## src/rtl/rope_map_client.sv

```systemverilog
// Map-RAM client for one player's rope: on grab, read the map slot under the rope tip and claim the item if present.
// Latency: read_req 1 cycle after grab; done 3 cycles after read_done (miss) or 2 cycles after write_done (hit).
// Backpressure: requests are held stable until the arbiter pulses read_done/write_done; grab is ignored while busy.
//
// Ports:
//   clock, resetn          rising-edge clock, synchronous active-low reset
//   grab, rope_index       grab command and map slot to fetch (sampled together, only when idle)
//   read_req, write_req    requests to the map RAM arbiter (never both high)
//   address, write_data    request address and write-back data (item with its present flag cleared)
//   read_done, write_done  arbiter completion pulses; map_data is valid with read_done
//   busy, done             transaction in progress / one-cycle completion pulse
//   hit, item              item claimed / entry as read (pre-clear); held until the next grab
//   err                    timeout abort flag
//
// Optional feature: define ROPE_MAP_CLIENT_TIMEOUT_EN to abort a READ or WRITE that has waited
// 255 cycles without its done pulse. Without it the client waits indefinitely and err is tied low.
module rope_map_client #(
    parameter int ADDR_W      = 4,
    parameter int DATA_W      = 32,
    parameter int PRESENT_BIT = 31
) (
    input  logic              clock,
    input  logic              resetn,
    input  logic              grab,
    input  logic [ADDR_W-1:0] rope_index,
    output logic              read_req,
    output logic              write_req,
    output logic [ADDR_W-1:0] address,
    output logic [DATA_W-1:0] write_data,
    input  logic              read_done,
    input  logic              write_done,
    input  logic [DATA_W-1:0] map_data,
    output logic              busy,
    output logic              done,
    output logic              hit,
    output logic [DATA_W-1:0] item,
    output logic              err
);

    typedef enum logic [2:0] {
        S_IDLE,
        S_READ,
        S_CHECK,
        S_WRITE,
        S_FIN
    } state_t;

    state_t              state_q, state_d;
    logic                read_req_q, read_req_d;
    logic                write_req_q, write_req_d;
    logic [ADDR_W-1:0]   address_q, address_d;
    logic [DATA_W-1:0]   write_data_q, write_data_d;
    logic                busy_q, busy_d;
    logic                done_q, done_d;
    logic                hit_q, hit_d;
    logic [DATA_W-1:0]   item_q, item_d;
`ifdef ROPE_MAP_CLIENT_TIMEOUT_EN
    logic                err_q, err_d;
    logic [7:0]          cnt_q, cnt_d;
`endif

    always_comb begin
        state_d      = state_q;
        read_req_d   = read_req_q;
        write_req_d  = write_req_q;
        address_d    = address_q;
        write_data_d = write_data_q;
        busy_d       = busy_q;
        done_d       = 1'b0;
        hit_d        = hit_q;
        item_d       = item_q;
`ifdef ROPE_MAP_CLIENT_TIMEOUT_EN
        err_d        = err_q;
        cnt_d        = cnt_q;
`endif
        case (state_q)
            S_IDLE: begin
                if (grab) begin
                    address_d  = rope_index;
                    read_req_d = 1'b1;
                    busy_d     = 1'b1;
                    hit_d      = 1'b0;
                    state_d    = S_READ;
`ifdef ROPE_MAP_CLIENT_TIMEOUT_EN
                    err_d      = 1'b0;
                    cnt_d      = 8'd0;
`endif
                end
            end
            S_READ: begin
                if (read_done) begin
                    item_d     = map_data;
                    read_req_d = 1'b0;
                    state_d    = S_CHECK;
`ifdef ROPE_MAP_CLIENT_TIMEOUT_EN
                end else if (cnt_q == 8'd254) begin
                    // 255th waiting cycle: give up and report through FIN.
                    read_req_d = 1'b0;
                    err_d      = 1'b1;
                    hit_d      = 1'b0;
                    state_d    = S_FIN;
                end else begin
                    cnt_d      = cnt_q + 8'd1;
`endif
                end
            end
            S_CHECK: begin
                if (item_q[PRESENT_BIT]) begin
                    // Claim the item: write back the same entry with only its present flag cleared.
                    write_data_d              = item_q;
                    write_data_d[PRESENT_BIT] = 1'b0;
                    write_req_d               = 1'b1;
                    state_d                   = S_WRITE;
`ifdef ROPE_MAP_CLIENT_TIMEOUT_EN
                    cnt_d                     = 8'd0;
`endif
                end else begin
                    hit_d   = 1'b0;
                    state_d = S_FIN;
                end
            end
            S_WRITE: begin
                if (write_done) begin
                    write_req_d = 1'b0;
                    hit_d       = 1'b1;
                    state_d     = S_FIN;
`ifdef ROPE_MAP_CLIENT_TIMEOUT_EN
                end else if (cnt_q == 8'd254) begin
                    write_req_d = 1'b0;
                    err_d       = 1'b1;
                    hit_d       = 1'b0;
                    state_d     = S_FIN;
                end else begin
                    cnt_d       = cnt_q + 8'd1;
`endif
                end
            end
            S_FIN: begin
                done_d  = 1'b1;
                busy_d  = 1'b0;
                state_d = S_IDLE;
            end
            default: begin
                state_d = S_IDLE;
            end
        endcase
    end

    always_ff @(posedge clock) begin
        if (!resetn) begin
            state_q      <= S_IDLE;
            read_req_q   <= 1'b0;
            write_req_q  <= 1'b0;
            address_q    <= '0;
            write_data_q <= '0;
            busy_q       <= 1'b0;
            done_q       <= 1'b0;
            hit_q        <= 1'b0;
            item_q       <= '0;
`ifdef ROPE_MAP_CLIENT_TIMEOUT_EN
            err_q        <= 1'b0;
            cnt_q        <= 8'd0;
`endif
        end else begin
            state_q      <= state_d;
            read_req_q   <= read_req_d;
            write_req_q  <= write_req_d;
            address_q    <= address_d;
            write_data_q <= write_data_d;
            busy_q       <= busy_d;
            done_q       <= done_d;
            hit_q        <= hit_d;
            item_q       <= item_d;
`ifdef ROPE_MAP_CLIENT_TIMEOUT_EN
            err_q        <= err_d;
            cnt_q        <= cnt_d;
`endif
        end
    end

    assign read_req   = read_req_q;
    assign write_req  = write_req_q;
    assign address    = address_q;
    assign write_data = write_data_q;
    assign busy       = busy_q;
    assign done       = done_q;
    assign hit        = hit_q;
    assign item       = item_q;
`ifdef ROPE_MAP_CLIENT_TIMEOUT_EN
    assign err        = err_q;
`else
    assign err        = 1'b0;
`endif

endmodule

```

## config.mk

```make
export PLATFORM = sky130hd
export DESIGN_NAME = rope_map_client
export DESIGN_NICKNAME = d
export VERILOG_FILES = /design/src/rtl/rope_map_client.sv
export SDC_FILE = /design/constraint.sdc
export NUM_CORES = 1
export LEC_CHECK = 0
export CELL_PAD_IN_SITES_DETAIL_PLACEMENT = 0
export CELL_PAD_IN_SITES_GLOBAL_PLACEMENT = 2
export CORE_ASPECT_RATIO = 1.1
export CORE_MARGIN = 2
export CORE_UTILIZATION = 25
export CTS_CLUSTER_DIAMETER = 100
export CTS_CLUSTER_SIZE = 10
export DETAILED_ROUTE_END_ITERATION = 12
export PLACE_DENSITY = 0.92
export SETUP_SLACK_MARGIN = 0.5
export SLEW_MARGIN = 20
export SYNTH_ARGS = -nofsm -noshare
export SYNTH_HDL_FRONTEND = slang
export SYNTH_SLANG_ARGS = --single-unit
```

## constraint.sdc

```tcl
create_clock -name clock -period 4.2 [get_ports clock]
set_input_delay 0.42 -clock clock [delete_from_list [all_inputs] [get_ports clock]]
set_output_delay 0.42 -clock clock [all_outputs]
set_load 0.01 [all_outputs]
```

# Word-level counts from Yosys, hierarchy flattened
# Cells that the tools add are included.
# totals
regBits,75
input_bits,41
output_inout_bits,74
elab_cells,48
# classes
n_eq_ne,9
muxes,17
n_reduce_logical,13
# ops
operator,count
3-bit 2-to-1 mux,4
3-bit case mux with 4 select lines,1
2-bit inequality test (second input constant),5
3-bit AND reduction,3
1-bit 2-to-1 mux,8
2-bit AND reduction,4
3-bit by 2-bit == test with 1-bit output (second input constant),2
1-bit case mux with 2 select lines,3
2-bit nonzero test,3
4-bit AND reduction,1
3-bit by 1-bit == test with 1-bit output (second input constant),1
3-bit == test (second input constant),1
3-bit zero test,1
1-bit case mux with 3 select lines,1
3-bit nonzero test,1

# Logic depth before layout (Yosys ltp)
# depth
depth_word,3
ltp_mapped,6
mapped_depth_nobuf,3

# Worst setup path after synthesis
# No wires, ideal clock.
# synth_path
path_type,reg-to-reg
from,register state_q[1]
to,register address_q[0] (netlist: address[0])
setup_time_ps,114
arrival_time_ps,1190
required_time_ps,4086
slack_ps,2896
stages_incl_launch_ff,6
n_path_buf,2
period_less_slack_ps,1304
path_cell_list,dfxtp_1 buf_6 or4b_4 buf_6 nand3_2 o21ai_2
# synth_between
elab_chain_cells,2
# synth_rtl
element,line,text
from (decl),48,"state_t state_q, state_d;"
from (signal assigned),165,state_q <= state_d;
3-bit zero test,76,case (state_q)
2-bit AND reduction (no line),n/a,
to (signal assigned),168,address_q <= address_d;
to (decl),51,"logic [ADDR_W-1:0] address_q, address_d;"
# Every way passes these cells.
# A chain may end at the register's enable or synchronous reset.

# Worst setup path in the final report
# layout_path
from,input read_done
to,register item_q[10] (netlist: item[10])
# layout_between
elab_chain_cells,1
# layout_rtl
element,line,text
from (decl),30,"input logic read_done,"
2-bit AND reduction (no line),n/a,
to (signal assigned),173,item_q <= item_d;
to (decl),56,"logic [DATA_W-1:0] item_q, item_d;"
# Every way passes these cells.

==> impl_results.rst <==
.. list-table::
   :header-rows: 1

   * - Metric
     - Value
   * - Final worst-path setup slack
     - 2280 ps
   * - Number of diodes added for antenna fixing
     - 0
   * - VDD IR-drop max
     - 0.236 mV
   * - Worst skew pair latency
     - 330 ps
   * - Combinational family with the most area after synthesis
     - simple AND/OR/NAND/NOR gates
   * - Run status
     - finished, final reports clean
   * - Final HPWL from detailed placement
     - 5020 microns
   * - Clock root buffer
     - clkbuf_16
   * - Power density of the placed cells
     - 414 nW/um^2
   * - Total setup violations reported at the end of the flow
     - 0
   * - Die area
     - 12100 sq um
   * - Count of unresolved DRC violations after routing
     - 0
   * - Xor/xnor cell area share of the yosys netlist
     - 0%
   * - Total routing usage reported by global routing
     - 11.9%
   * - First-pass GRT wire length
     - 11500 microns
   * - Synthesized netlist cell count
     - 340
   * - Gr ovfl total
     - 0
   * - Seq. cell area
     - 1500 sq um
   * - Post-synthesis adder-cell area fraction
     - 0%
   * - I/O Buffers
     - 112
   * - Total length of routed wires
     - 7310 microns
   * - RSZ-0062 raised after global routing
     - false
   * - Top cell type by total area after synthesis
     - dfxtp_1
   * - Number of antenna violations at the first check in global routing
     - 0
   * - Minimum clock period after layout
     - 1920 ps
   * - Mux contribution to synthesized area
     - 0.358%
   * - Leak Pwr
     - 0.00144 uW
   * - CTS buffer count
     - 9
   * - Worst setup EP type
     - flop
   * - Total number of clock tree sinks
     - 75
   * - Highest-count cells in the layout ignoring fill and taps
     - clkdlybuf4s50_1, nand2_1, dfxtp_1
   * - Floorplan row count
     - 40
   * - Synth-to-Final Area Change
     - 54.2%
   * - Count of warnings emitted by yosys
     - 0
   * - Tcrit/Tclk final
     - 45.8%
   * - Detailed-route wire length per cell
     - 12.5 microns
   * - Starting utilization of the core area
     - 25.7%
   * - Maximum fanout along the worst path
     - 33
   * - Number of fill cells
     - 1153
   * - Standard cell core area
     - 10900 sq um
   * - Worst slew slack as a fraction of its limit
     - 38.7%
   * - Placement Setup Slack
     - 1920 ps
   * - Most common cell after layout, fill and taps aside
     - clkdlybuf4s50_1
   * - Post_cts resized
     - 0
   * - Post-synthesis compound-gate area fraction
     - 15.3%
   * - Total standard cell area after synthesis
     - 2800 sq um
   * - Post-DR vias/cell
     - 4.35
   * - Overall die height
     - 115 microns
   * - Area occupied by multi-input gates
     - 1140 sq um
   * - Data arrival, critical path
     - 2120 ps
   * - Area fraction of the dominant cell type after synthesis
     - 53.6%
   * - CP top delay family
     - simple AND/OR/NAND/NOR gates
   * - TritonCTS clock tree
     - built
   * - Final TNS setup
     - 0 ps
   * - Count of antenna-violating nets left after detailed routing
     - 0
   * - Worst-margin pin slew
     - 919 ps
   * - Startpoint types
     - input pin
   * - CP bufs+invs
     - 1
   * - Violation count after the first detailed-route iteration
     - 130
   * - Overall via count from detail_route
     - 2548
   * - Simple-gate portion of the synthesized area
     - 24.1%
   * - Count of H-tree levels built during CTS
     - 3
   * - Clock slew at the register clock pins of the worst setup and hold paths
     - 60 ps
   * - Maximum number of pins on one net before global-route repair
     - 76
   * - Die width
     - 105 microns
   * - Data required time of the critical path
     - 4390 ps
   * - Library cells used by synthesis
     - 29
   * - Hold buffer count at cts
     - 0
   * - First-pass iteration count of the detailed router
     - 4
   * - Layout cells sized above 1
     - 7.06%
   * - Maximum clock frequency
     - 520 MHz
   * - Critical path's largest stage delay
     - 740 ps
   * - Path type of the worst setup path
     - input pin to flop
   * - Critical-path top delay cell
     - nand4bb_2
   * - Worst min-delay path category
     - flop to flop
   * - Most area-consuming cells after synthesis
     - dfxtp_1, nand2_1, a21oi_1
   * - Pins over their slew limit
     - 0
   * - Maximum capacitance violations
     - 0
   * - CP cell instances
     - clkdlybuf4s50_1 -> nand4bb_2 -> nand2_1 -> a21oi_1
   * - Total setup buffers inserted after CTS
     - 0
   * - Via count of the first global-routing pass
     - 2317
   * - Number of nets at the end of the flow
     - 476
   * - Count of final hold-check violations
     - 0
   * - Proportion of synthesized chip area in sequential cells
     - 53.6%
   * - Mapped Avg Cell Area
     - 8.23 sq um
   * - Worst clock skew on the final layout
     - 10.1 ps
   * - Number of buffers on the longest clock path
     - 2
   * - IO Count
     - 115
   * - Synth Register Bits
     - 75
   * - Final weighted congestion in routability-driven placement
     - 0.710
==> tightest hold or removal path: cells and delay by family, from the launching register on <==
family / cells / cell delay (ps)
and+or+nand+nor: 1 / 60
DFF: 1 / 320
AOI/OAI and AO/OA: 1 / 40
==> final timing paths <==
check / from / endpoint / slack (ps) / cells after the start
max: read_done / item[10]$_SDFFE_PN0P_ / 2280 / 4
min: address[0]$_SDFFE_PN0P_ / address[0]$_SDFFE_PN0P_ / 450 / 2
max reg2reg: state_q[0]$_SDFFE_PN0P_ / item[10]$_SDFFE_PN0P_ / 2310 / 3
min reg2reg: address[0]$_SDFFE_PN0P_ / address[0]$_SDFFE_PN0P_ / 450 / 2
==> registers in the layout, summed over array words and instances (netlist names) <==
register and cells:
busy 1, write_req 1, hit 1, item 32, read_req 1, done 1
write_data 31, address 4, state_q 3
==> layer usage <==
| layer | track usage [%] | wire (microns) | vias to the layer above |
|---|---|---|---|
| li1 | - | - | 1320 |
| met1 | 14.4 | 3310 | 1151 |
| met2 | 20.2 | 3490 | 68 |
| met3 | 3.85 | 434 | 9 |
| met4 | 4.00 | 71 | 0 |
| met5 | 0 | 0 | - |
==> logic make-up (layout without fill, tap and decap cells) <==
family	Yosys count	after routing
buffers and inverters	35	133
other	1	2
DFF	75	75
and+or+nand+nor	150	150
muxes	1	1
AOI/OAI and AO/OA	78	78
==> layout make-up <==
type                    instances  area share [%]
inverters                       4           0.348
flip-flops and latches         75            34.8
clock buffers                  11            5.62
multi-input cells             231            26.5
repair buffers                114            26.2
clock inverters                 4            2.29
well taps                     147            4.26
==> cell usage after synthesis <==
cell type,number
nand2_1,103
and3_1,1
clkbuf_1,11
buf_6,2
nand4bb_1,2
a21oi_2,1
a22o_1,1
nand3_1,32
clkinv_1,1
a21oi_1,36
buf_1,1
nand3b_1,1
nand3_2,4
o21ai_0,33
and2_1,1
mux2i_1,1
a41o_2,1
buf_4,5
o21ai_2,4
dfxtp_1,75
inv_1,3
or3b_1,1
conb_1,1
and4bb_2,1
or4b_4,1
nor2_1,3
a211oi_1,1
buf_2,12
o2111a_1,1
==> report_power, final <==
| part | switching, uW | total (uW) | internal, uW |
|---|---|---|---|
| Combinational | 72.9 | 156 | 83.1 |
| Clock | 284 | 879 | 594 |
| Sequential | 18.9 | 751 | 732 |
==> per-stage QoR <==
| step | util (%) | cell area [sq um] | total power, uW | instances | hold WS, ps |
|---|---|---|---|---|---|
| finish | 39.6 | 4320 | 1790 | 586 | 454 |
| global route | 39.6 | 4320 | 1860 | 586 | 470 |
| CTS | 39.6 | 4320 | 1810 | 586 | 458 |
| detailed placement | 36.4 | 3970 | 925 | 571 | 449 |
| global placement | 36.4 | 3970 | 922 | 571 | 445 |
| floorplan | - | 2800 | 839 | 341 | 481 |
Note: power is estimated with default switching activity, not from simulation.
